===== src/rtl/ssram_bank_arbiter_pkg.sv =====
// ssram_arb_pkg: shared types and constants for the register-bank arbiter.
//   arb_state_e : sequencer states
//   arb_cmd_t   : latched command (direction + address) of the granted master
//   ADDR_W, ROW_BITS, COL_BITS : address split into one-hot row/column selects
//   M0, M1      : master indices (also the encoding of last_grant / gnt)
package ssram_arb_pkg;

    localparam int ADDR_W   = 8;
    localparam int ROW_BITS = 4;
    localparam int COL_BITS = 4;

    localparam logic M0 = 1'b0;
    localparam logic M1 = 1'b1;

    typedef enum logic [1:0] {
        IDLE,
        ACCESS,
        READ,
        ACK
    } arb_state_e;

    typedef struct packed {
        logic              we;
        logic [ADDR_W-1:0] addr;
    } arb_cmd_t;

endpackage


===== src/rtl/onehot_decode_4to16.sv =====
// onehot_decode_4to16: binary-to-one-hot decoder with enable.
//   en     : 0 forces all outputs low
//   sel    : 4-bit binary index
//   onehot : 16-bit one-hot select (bit sel set when enabled)
module onehot_decode_4to16 (
    input  logic        en,
    input  logic [3:0]  sel,
    output logic [15:0] onehot
);

    always_comb begin
        onehot = '0;
        if (en) onehot[sel] = 1'b1;
    end

endmodule


===== src/rtl/ssram_bank_arbiter.sv =====
// ssram_bank_arbiter: two-master arbiter/sequencer for the 256-entry
// synchronous register bank.
//   clk, rst                 : clock, asynchronous active-high reset
//   mN_req/we/addr/wdata     : request from master N (held until mN_ack)
//   mN_ack/err/rdata         : completion pulse, range error, read data
//   bank_row/bank_col        : one-hot selects from addr[7:4] / addr[3:0]
//   bank_we/bank_re          : bank strobes (never together)
//   bank_wdata/_oe, bank_rdata : shared-bus write data/enable, sampled bus
module ssram_bank_arbiter
    import ssram_arb_pkg::*;
#(
    parameter int WIDTH  = 16,
    parameter int DEPTH  = 256,
    parameter int RD_LAT = 2
) (
    input  logic              clk,
    input  logic              rst,
    input  logic              m0_req,
    input  logic              m0_we,
    input  logic [ADDR_W-1:0] m0_addr,
    input  logic [WIDTH-1:0]  m0_wdata,
    output logic              m0_ack,
    output logic              m0_err,
    output logic [WIDTH-1:0]  m0_rdata,
    input  logic              m1_req,
    input  logic              m1_we,
    input  logic [ADDR_W-1:0] m1_addr,
    input  logic [WIDTH-1:0]  m1_wdata,
    output logic              m1_ack,
    output logic              m1_err,
    output logic [WIDTH-1:0]  m1_rdata,
    output logic [15:0]       bank_row,
    output logic [15:0]       bank_col,
    output logic              bank_we,
    output logic              bank_re,
    output logic [WIDTH-1:0]  bank_wdata,
    output logic              bank_wdata_oe,
    input  logic [WIDTH-1:0]  bank_rdata
);

    localparam int                 CNT_W    = (RD_LAT > 1) ? $clog2(RD_LAT) : 1;
    localparam logic [CNT_W-1:0]   CNT_LAST = CNT_W'(RD_LAT - 1);
    // One extra bit so DEPTH = 256 is representable and every address is legal.
    localparam logic [ADDR_W:0]    DEPTH_L  = (ADDR_W + 1)'(DEPTH);

    arb_state_e                 state, state_nxt;
    arb_cmd_t                   cmd_q;
    logic [WIDTH-1:0]           wdata_q;
    logic                       gnt, last_grant, err_flag;
    logic [CNT_W-1:0]           cnt;
    logic [1:0][WIDTH-1:0]      rdata_q;
    logic                       any_req, pick, addr_oob, dec_en;

    assign any_req  = m0_req | m1_req;
    // Contention goes to whoever was not served last; otherwise the sole requester.
    assign pick     = (m0_req && m1_req) ? ~last_grant : m1_req;
    assign addr_oob = {1'b0, cmd_q.addr} >= DEPTH_L;

    assign m0_rdata = rdata_q[M0];
    assign m1_rdata = rdata_q[M1];

    onehot_decode_4to16 u_row_dec (
        .en     (dec_en),
        .sel    (cmd_q.addr[ADDR_W-1 -: ROW_BITS]),
        .onehot (bank_row)
    );

    onehot_decode_4to16 u_col_dec (
        .en     (dec_en),
        .sel    (cmd_q.addr[COL_BITS-1:0]),
        .onehot (bank_col)
    );

    always_ff @(posedge clk or posedge rst) begin
        if (rst) state <= IDLE;
        else     state <= state_nxt;
    end

    always_comb begin
        state_nxt     = state;
        dec_en        = 1'b0;
        bank_we       = 1'b0;
        bank_re       = 1'b0;
        bank_wdata    = '0;
        bank_wdata_oe = 1'b0;
        m0_ack        = 1'b0;
        m0_err        = 1'b0;
        m1_ack        = 1'b0;
        m1_err        = 1'b0;
        unique case (state)
            IDLE: if (any_req) state_nxt = ACCESS;
            ACCESS: begin
                if (addr_oob) begin
                    state_nxt = ACK;
                end else begin
                    dec_en = 1'b1;
                    if (cmd_q.we) begin
                        bank_we       = 1'b1;
                        bank_wdata_oe = 1'b1;
                        bank_wdata    = wdata_q;
                        state_nxt     = ACK;
                    end else begin
                        bank_re   = 1'b1;
                        state_nxt = READ;
                    end
                end
            end
            READ: begin
                dec_en  = 1'b1;
                bank_re = 1'b1;
                if (cnt == CNT_LAST) state_nxt = ACK;
            end
            ACK: begin
                if (gnt == M1) begin
                    m1_ack = 1'b1;
                    m1_err = err_flag;
                end else begin
                    m0_ack = 1'b1;
                    m0_err = err_flag;
                end
                state_nxt = IDLE;
            end
            default: state_nxt = IDLE;
        endcase
    end

    always_ff @(posedge clk or posedge rst) begin
        if (rst) begin
            last_grant <= M1;
            gnt        <= M0;
            cmd_q      <= '0;
            wdata_q    <= '0;
            err_flag   <= 1'b0;
            cnt        <= '0;
            rdata_q    <= '0;
        end else begin
            unique case (state)
                IDLE: if (any_req) begin
                    gnt     <= pick;
                    cmd_q   <= pick ? {m1_we, m1_addr} : {m0_we, m0_addr};
                    wdata_q <= pick ? m1_wdata : m0_wdata;
                end
                ACCESS: begin
                    if (addr_oob) err_flag <= 1'b1;
                    cnt <= '0;
                end
                READ: begin
                    cnt <= cnt + CNT_W'(1);
                    if (cnt == CNT_LAST) rdata_q[gnt] <= bank_rdata;
                end
                ACK: begin
                    last_grant <= gnt;
                    err_flag   <= 1'b0;
                end
                default: ;
            endcase
        end
    end

endmodule


===== config.mk =====
export PLATFORM = sky130hd
export DESIGN_NAME = ssram_bank_arbiter
export DESIGN_NICKNAME = d
export VERILOG_FILES = /design/src/rtl/ssram_bank_arbiter_pkg.sv /design/src/rtl/onehot_decode_4to16.sv /design/src/rtl/ssram_bank_arbiter.sv
export SDC_FILE = /design/constraint.sdc
export NUM_CORES = 1
export LEC_CHECK = 0
export CORE_MARGIN = 4
export CORE_UTILIZATION = 41
export DETAILED_ROUTE_END_ITERATION = 16
export PLACE_DENSITY = 0.81
export SLEW_MARGIN = 5
export SYNTH_ARGS = -nofsm -noshare
export SYNTH_HDL_FRONTEND = slang
export SYNTH_HIERARCHICAL = 1
export SYNTH_SLANG_ARGS = --single-unit

===== constraint.sdc =====
create_clock -name clk -period 2.7 [get_ports clk]
set_input_delay 0.54 -clock clk [delete_from_list [all_inputs] [get_ports clk]]
set_output_delay 0.54 -clock clk [all_outputs]
set_load 0.02 [all_outputs]

==> results of run 1 <==
## power breakdown
part           switching, mW  internal, mW
Sequential             0.376          1.41
Clock                  0.405         0.533
Combinational           1.59          1.61
Total                   2.37          3.55
## repair_timing
item                       in CTS  in global routing
gates resized for setup        19                 41
setup endpoints to repair      33                 34
setup buffers                   0                  0
pin swaps                       0                  0
## cell usage after synthesis, drive strengths merged (2+ instances only)
| cell type | n |
|---|---|
| nor3 | 9 |
| nor2 | 51 |
| or3b | 2 |
| nand2b | 4 |
| nand3b | 5 |
| nand2 | 27 |
| dfrtp | 61 |
| nand3 | 3 |
| clkbuf | 2 |
| o21a | 2 |
| a21oi | 51 |
| nor2b | 3 |
| and3 | 16 |
| buf | 14 |
| ha | 5 |
| inv | 3 |
| mux2 | 35 |
| and2 | 2 |
## sequential cells by signal, indices dropped and copies added (netlist names)
signal / flops
cnt: 1
m0_rdata: 16
m1_rdata: 16
state: 2
last_grant: 1
wdata_q: 16
gnt: 1
cmd_q: 9
## final cells by class
class / instances / share of cell area (%)
clock buffer: 9 / 2.45
sequential: 62 / 30.7
inverter: 3 / 0.223
multi-input combinational: 223 / 29.4
tap: 99 / 2.45
clock inverter: 7 / 2.03
timing repair buffer: 163 / 32.7
## logic make-up after synthesis
logic type                 Yosys count  synth area share, %
AOI/OAI and AO/OA                   59                 10.5
adders and majority gates            5                 1.97
buffers and inverters               19                 4.46
DFF                                 62                 49.0
muxes                               35                 14.8
other                                1                0.118
and+or+nand+nor                    122                 19.1
## through the flow
step           setup WS (ns)  hold WS [ns]  power, mW
2_1_floorplan          0.566         0.487       3.62
3_3_place_gp           0.148         0.487       4.96
3_5_place_dp          0.0791         0.492       5.05
4_1_cts             0.000639         0.510       5.99
5_1_grt               0.0149         0.523       6.31
6_report               0.108         0.506       5.92
## cells in the final DEF, fill, tap and decap left out, types with 2 or more instances in the layout
| cell type | n |
|---|---|
| inv_6 | 4 |
| dlymetal6s2s_1 | 26 |
| clkbuf_2 | 7 |
| nor3_1 | 7 |
| mux2_2 | 15 |
| dlygate4sd2_1 | 9 |
| ha_2 | 2 |
| nand3b_1 | 4 |
| nand2_1 | 27 |
| or3b_4 | 2 |
| and3_1 | 16 |
| nor2_1 | 50 |
| clkdlybuf4s50_1 | 111 |
| nand2b_1 | 4 |
| nor3_2 | 2 |
| bufinv_16 | 2 |
| nand3_1 | 2 |
| buf_4 | 7 |
| conb_1 | 2 |
| mux2_4 | 20 |
| inv_1 | 2 |
| and2_1 | 2 |
| ha_1 | 3 |
| o21a_1 | 2 |
| a21oi_1 | 51 |
| nor2b_1 | 3 |
| clkbuf_8 | 9 |
| dfrtp_1 | 61 |
| buf_12 | 2 |
## how the worst max path moves through the flow
stage / from / end / slack [ns] / depth (start not counted)
3_3_place_gp: state[0] / bank_col[0] / 0.15 / 5
4_1_cts: state[0] / bank_col[11] / 0.0006 / 5
2_1_floorplan: state[1] / bank_col[2] / 0.57 / 4
3_5_place_dp: state[0] / bank_col[0] / 0.08 / 5
6_report: state[0] / bank_col[2] / 0.11 / 5
5_1_grt: state[1] / bank_wdata[10] / 0.01 / 5
## per-layer routing
metal  track usage (%)  vias to the layer above  part of all wire, %
met3              5.79                       15                  6.7
met5                 0                        -                    0
met1              23.6                     1361                   39
li1                  -                     1351                    -
met4              7.82                        0                  2.5
met2              33.4                       93                   51
==> results.toml, run 1 <==
[cts]
cts_buffers = 9
cts-htree-levels = 3
clkTransAtPathRegs_ns = 0.08
cts_buffer_depth = 2
hold_buffers = 0
clock_sinks = 62
root_buffer = "clkbuf_8"
clk_latency_ns = 0.34
cts_tree = "built"

[placement]
gp_congestion = 0.835
dp_hpwl_um = 6650
io_buffer_count = 154
dpl.cell_count = 550
placed_area_um2 = 4800

[floorplanning]
fp.coreArea_um2 = 7370
die_h_um = 95.9
start_util_pct = 43.0
rows = 31
dieWidth_um = 95.9
num_io_pins = 157
die_area_um2 = 9200

[route]
postRouteAntennaNets = 0
avgRoutedWirePerCell_um = 15.9
wirelength_um = 9020
dr.first_iter.drc_count = 72
drc_errors = 0
drtPass1Iterations = 4
num_vias = 2820
vias_per_cell = 4.98

[power]
max-vdd-ir-drop_uv = 560
power_density_nw_per_um2 = 1170
p_leak_nw = 2.71

[layout]
nNetsFinal = 537
fin_util_pct = 68.5
multi_input_area_um2 = 1480
fillers = 590
syn2layout_area_growth_pct = 59.4
final_area_um2 = 5050
seq_area_um2 = 1550
instances_no_fill = 566
antennaDiodeCount = 0
drive_gt1_share_pct = 17.3

[timing]
worst_pin_slew_ns = 0.530
relSlewSlack_pct = 64.7
finalHoldViolations = 0
fin_tns_setup_ns = 0
rsz0062_at_grt = "false"
max_freq_mhz = 386
setup-violations-final = 0
finalCriticalPeriod_ns = 2.59
drv_slew = 0
min_period_over_period_pct = 96.0
fin_skew_ns = 0.0106

[grt]
antenna_found_initial = 0
grt.total_usage_pct = 19.7
grt_pass1_wl_um = 14000
grt_pass1_vias = 2903
grt_max_degree = 35
overflow = 0

[logic_synthesis]
synth_cell_types = 33
avgSynthCellArea_um2 = 10.5
ys_seq_area_share_pct = 49.0
synth_enable_flop_cells = 0
syn_inst = 303
ys_ff_latch = 62
yosys-top-cells-area = "dfrtp_1 48%, mux2_4 9.5%, a21oi_1 8.1%, nor2_1 5.9%, mux2_2 5.3%"
async_flop_share_pct = 100
yosysTopAreaCell = "dfrtp_1"
synth_area_um2 = 3170
synth_warnings = 6
synth_top_area_share_pct = 48.2
ys.flop_type = "dfrtp_1"

[worst_setup_path]
start_kind = "register"
rrSetupSlack_ns = 0.96
endpoint_kind = "primary output"
crit_family = "simple AND/OR/NAND/NOR gates"
cp_data_arrival_time_ns = 2.05
slowest_stage = "or3b_4"
critPathMaxFanout = 9
timing.rr.start = "state[0]"
worstReg2RegEnd = "m0_rdata[8]"
worstSetupPathType = "register to primary output"
required_ns = 2.16
cp_cell_sequence = "inv_1 -> ha_2 -> or3b_4 -> nor2_1 -> clkdlybuf4s15_1"
slowest_delay_ns = 0.44
cp.buffers_inverters = 2
worstRegToRegCells = 5

[outcome]
run_status = "completed"

[run]
cap_violations = 0

[worst_hold_path]
hold_end = "m0_rdata[10]"
min_path_type = "register to register"
whs_path_depth = 1
hold_start = "m0_rdata[10]"
(Power assumes the default switching activity.)
==> run 2, diff against run 1 <==
--- a/config.mk
+++ b/config.mk
@@ -5,7 +5,7 @@
 export SDC_FILE = /design/constraint.sdc
 export NUM_CORES = 1
 export LEC_CHECK = 0
-export CORE_MARGIN = 4
+export CORE_MARGIN = 2
 export CORE_UTILIZATION = 41
 export DETAILED_ROUTE_END_ITERATION = 16
 export PLACE_DENSITY = 0.81
==> results.toml, run 2 (synthesized netlist as in run 1, its figures left out) <==
[cts]
cts_buffers = 9
clkTransAtPathRegs_ns = 0.07
hold_buffers = 0
clock_sinks = 62
cts_buffer_depth = 2
root_buffer = "clkbuf_8"
clk_latency_ns = 0.33
cts_tree = "built"
postCtsSetupBuffers = 0
cts-htree-levels = 3

[route]
dr.first_iter.drc_count = 115
wirelength_um = 8940
vias_per_cell = 4.97
drc_errors = 0
num_vias = 2827
drtPass1Iterations = 4
postRouteAntennaNets = 0
avgRoutedWirePerCell_um = 15.7

[outcome]
run_status = "completed"

[layout]
final_common_cell = "clkdlybuf4s50_1"
drive_gt1_share_pct = 15.8
final_cell_mix = "120 x clkdlybuf4s50_1, 61 x dfrtp_1, 51 x a21oi_1"
fillers = 614
syn2layout_area_growth_pct = 59.2
fin_util_pct = 66.3
multi_input_area_um2 = 1480
nNetsFinal = 537
antennaDiodeCount = 0
seq_area_um2 = 1550

[power]
p_int_mw = 3.59
p_sw_share_pct = 39.6
power_density_nw_per_um2 = 1180
seq_power_share_pct = 30.0
p_leak_nw = 2.51
clkPwrFrac_pct = 15.6
power_mw = 5.94
max-vdd-ir-drop_uv = 567
power.switching_mw = 2.35
comb_power_share_pct = 54.4

[grt]
top_usage_layer = "met2"
grt_pass1_vias = 2824
antenna_found_initial = 0
grt_max_degree = 49
grt.total_usage_pct = 21.2
use_met1_pct = 26.9
grt_pass1_wl_um = 14300
overflow = 0
grt_use_met2_pct = 36.4
met3_usage_pct = 4.44

[floorplanning]
die_h_um = 91.9
die_area_um2 = 8450
start_util_pct = 41.7
fp.coreArea_um2 = 7610
rows = 32
num_io_pins = 157
dieWidth_um = 91.9

[timing]
drv_slew = 0
finalHoldViolations = 0
setup-violations-final = 0
fin_skew_ns = 0.0155
max_freq_mhz = 384
min_period_over_period_pct = 96.5
worst_pin_slew_ns = 0.529
rsz0062_at_grt = "true"
relSlewSlack_pct = 64.7
finalCriticalPeriod_ns = 2.61
holdWs_ns = 0.485

[worst_setup_path]
start_kind = "register"
endpoint_kind = "primary output"
cp_data_arrival_time_ns = 2.07
timing.rr.start = "state[0]"
required_ns = 2.16
worstRegToRegCells = 6
startpoint = "state[0]"
critPathMaxFanout = 7
worstSetupPathType = "register to primary output"

[run]
cap_violations = 0

[placement]
io_buffer_count = 154
dp_hpwl_um = 6450
gp_congestion = 0.867

[worst_hold_path]
min_path_type = "input port to async pin"
[run 2: worst paths after layout]
| path | to | slack, ns |
|---|---|---|
| worst min-delay path | m0_rdata[2] | 0.49 |
| max in group asynchronous | last_grant | 1.60 |
| worst max-delay path | bank_row[0] | 0.09 |
| worst max register to register | state[1] | 0.92 |
| min in group clk | m0_rdata[10] | 0.51 |
| worst min register to register | m0_rdata[10] | 0.51 |
[run 2: routing by layer]
layer	vias to the layer above	share of wire [%]
li1	1348	-
met1	1377	42
met2	92	52
met3	10	4.6
met4	0	1.5
met5	-	0
[run 2: cell type report]
cell class              count  share of cell area [%]
inverters                   3                   0.223
clock inverters             5                    1.61
multi-input cells         223                    29.4
clock buffers              11                    2.80
repair buffers            163                    32.7
flip-flops and latches     62                    30.8
well taps                 102                    2.53
[run 2: timing repair]
action                     4_1_cts  5_1_grt
cloned                           0        0
setup endpoints to repair       26       16
hold endpoints to repair         0        0
gates resized for setup         24       16
[run 2: power groups by stage]
stage	clock network, mW	registers, mW	logic [mW]
2_1_floorplan	0	2.02	1.61
3_3_place_gp	0	1.76	3.22
3_5_place_dp	0	1.79	3.28
4_1_cts	0.946	1.78	3.26
5_1_grt	0.986	1.85	3.46
6_report	0.925	1.78	3.23
[run 2: worst max-delay path, stage by stage (launching register included)]
cell           delay [ns]
dfrtp_1              0.39
inv_1                0.08
ha_2                 0.40
or3b_4               0.43
nor3_2               0.10
dlygate4sd2_1        0.35
[run 2: metrics by stage]
step           setup WS (ns)  cell area, um^2  setup TNS (ns)  cells
3_5_place_dp           0.134             4820               0    553
4_1_cts              0.00487             5020               0    569
3_3_place_gp           0.179             4820               0    553
5_1_grt              -0.0109             5050         -0.0238    569
2_1_floorplan          0.566             3170               0    304
6_report              0.0941             5050               0    569
==> run 3, diff against run 2 <==
--- a/config.mk
+++ b/config.mk
@@ -9,6 +9,7 @@
 export CORE_UTILIZATION = 41
 export DETAILED_ROUTE_END_ITERATION = 16
 export PLACE_DENSITY = 0.81
+export RECOVER_POWER = 50
 export SLEW_MARGIN = 5
 export SYNTH_ARGS = -nofsm -noshare
 export SYNTH_HDL_FRONTEND = slang
==> results.toml, run 3 (synthesized netlist as in run 1, its figures left out) <==
[layout]
nNetsFinal = 537
antennaDiodeCount = 0
final_common_cell = "clkdlybuf4s50_1"
final_cell_mix = "119 x clkdlybuf4s50_1, 61 x dfrtp_1, 51 x a21oi_1"
syn2layout_area_growth_pct = 56.8
instances_no_fill = 569
drive_gt1_share_pct = 13.9
final_area_um2 = 4970

[route]
drtPass1Iterations = 4
wl_met2_um = 4670
avgRoutedWirePerCell_um = 15.8
dr.first_iter.drc_count = 121
m1WireLength_um = 3760
wl_met3_um = 391
wirelength_um = 8990
vias_per_cell = 5.00
postRouteAntennaNets = 0
highest_layer = "met4"
drc_errors = 0
num_vias = 2845

[worst_setup_path]
cp_data_arrival_time_ns = 2.06
required_ns = 2.16
rrSetupSlack_ns = 0.32
worstRegToRegCells = 5
critPathMaxFanout = 10
worstReg2RegEnd = "m0_rdata[4]"
timing.rr.start = "state[0]"
start_kind = "register"
endpoint_kind = "primary output"
worstSetupPathType = "register to primary output"

[power]
seq_power_share_pct = 30.2
power.switching_mw = 2.34
p_sw_share_pct = 39.8
p_int_mw = 3.53
power_density_nw_per_um2 = 1180
p_leak_nw = 2.45
comb_power_share_pct = 53.9
clkPwrFrac_pct = 15.8
max-vdd-ir-drop_uv = 564
power_mw = 5.87

[run]
cap_violations = 0

[cts]
clk_latency_ns = 0.34
cts_buffers = 9
clock_sinks = 62
clkTransAtPathRegs_ns = 0.08
root_buffer = "clkbuf_8"
postCtsSetupBuffers = 0
cts_buffer_depth = 2
cts_tree = "built"
cts-htree-levels = 3

[placement]
dp_hpwl_um = 6450
pre_cts_slack_ns = 0.134
placed_area_um2 = 4820
gp_congestion = 0.867
dpl.cell_count = 553
io_buffer_count = 154

[grt]
antenna_found_initial = 0
grt_max_degree = 49
grt.total_usage_pct = 21.2
overflow = 0
grt_pass1_wl_um = 14300
grt_pass1_vias = 2824

[timing]
rsz0062_at_grt = "true"
finalHoldViolations = 0
fin_skew_ns = 0.0146
max_freq_mhz = 384
min_period_over_period_pct = 96.4
setup-violations-final = 0
setup_ws_ns = 0.0975
drv_slew = 0
holdWs_ns = 0.505
relSlewSlack_pct = 16.8
worst_pin_slew_ns = 1.25
finalCriticalPeriod_ns = 2.60

[floorplanning]
start_util_pct = 41.7
fp.coreArea_um2 = 7610
rows = 32
num_io_pins = 157
die_area_um2 = 8450
die_h_um = 91.9
dieWidth_um = 91.9

[worst_hold_path]
hold_end = "m1_rdata[7]"
hold_start = "m1_rdata[7]"
min_path_type = "register to register"
whs_path_depth = 1

[outcome]
run_status = "completed"
## run 3: cell count changes in the layout (fill, tap and decap cells not counted), moves of 2 or more
cell | previous run | this run
clkbuf_2 | 1 | 3
buf_12 | 3 | 1
mux2_4 | 20 | 16
mux2_1 | 0 | 4
## run 3: timing repair
| action | in CTS | in global routing |
|---|---|---|
| endpoints found under the setup margin | 26 | 16 |
| cloned | 0 | 0 |
| hold buffers | 0 | 0 |
| pin swaps | 0 | 0 |
| gates resized for setup | 24 | 16 |
## run 3: metal layers
layer	vias up	GRT usage, %
li1	1347	-
met1	1392	26.9
met2	92	36.4
met3	14	4.44
met4	0	6.72
met5	-	0
## run 3: power by group through the flow
stage / registers (mW) / clock network [mW] / logic (mW)
3_5_place_dp: 1.79 / 0 / 3.28
4_1_cts: 1.78 / 0.946 / 3.26
5_1_grt: 1.84 / 0.986 / 3.39
2_1_floorplan: 2.02 / 0 / 1.61
3_3_place_gp: 1.76 / 0 / 3.22
6_report: 1.77 / 0.929 / 3.16
## run 3: metrics by stage
| step | utilization [%] | setup TNS [ns] |
|---|---|---|
| detailed placement | 63.3 | 0 |
| global placement | 63.3 | 0 |
| floorplan | - | 0 |
| finish | 65.3 | 0 |
| global route | 65.3 | -0.0238 |
| CTS | 66.0 | 0 |
## run 3: worst max-delay path: stages, from the launching register on
cell and delay, ns:
dfrtp_1 0.38, inv_1 0.11, ha_2 0.29, buf_4 0.19, and3_1 0.17, clkdlybuf4s50_1 0.61
## run 3: layout make-up
| cell class | count | area (um^2) |
|---|---|---|
| Sequential cell | 62 | 1550 |
| Multi-Input combinational cell | 223 | 1440 |
| Timing Repair Buffer | 163 | 1610 |
| Inverter | 3 | 11.3 |
| Tap cell | 102 | 128 |
| Clock inverter | 5 | 81.3 |
| Fill cell | 627 | 2640 |
| Clock buffer | 11 | 141 |
## run 3: worst max path at each step
stage | from | to | slack (ns) | depth (start not counted)
after CTS | state[0] | bank_row[8] | 0.005 | 5
final | state[1] | bank_wdata[6] | 0.1 | 5
after detailed placement | state[0] | bank_col[0] | 0.13 | 5
after global placement | state[0] | bank_col[0] | 0.18 | 5
after floorplan | state[1] | bank_col[2] | 0.57 | 4
after global routing | state[1] | bank_wdata[6] | -0.01 | 5
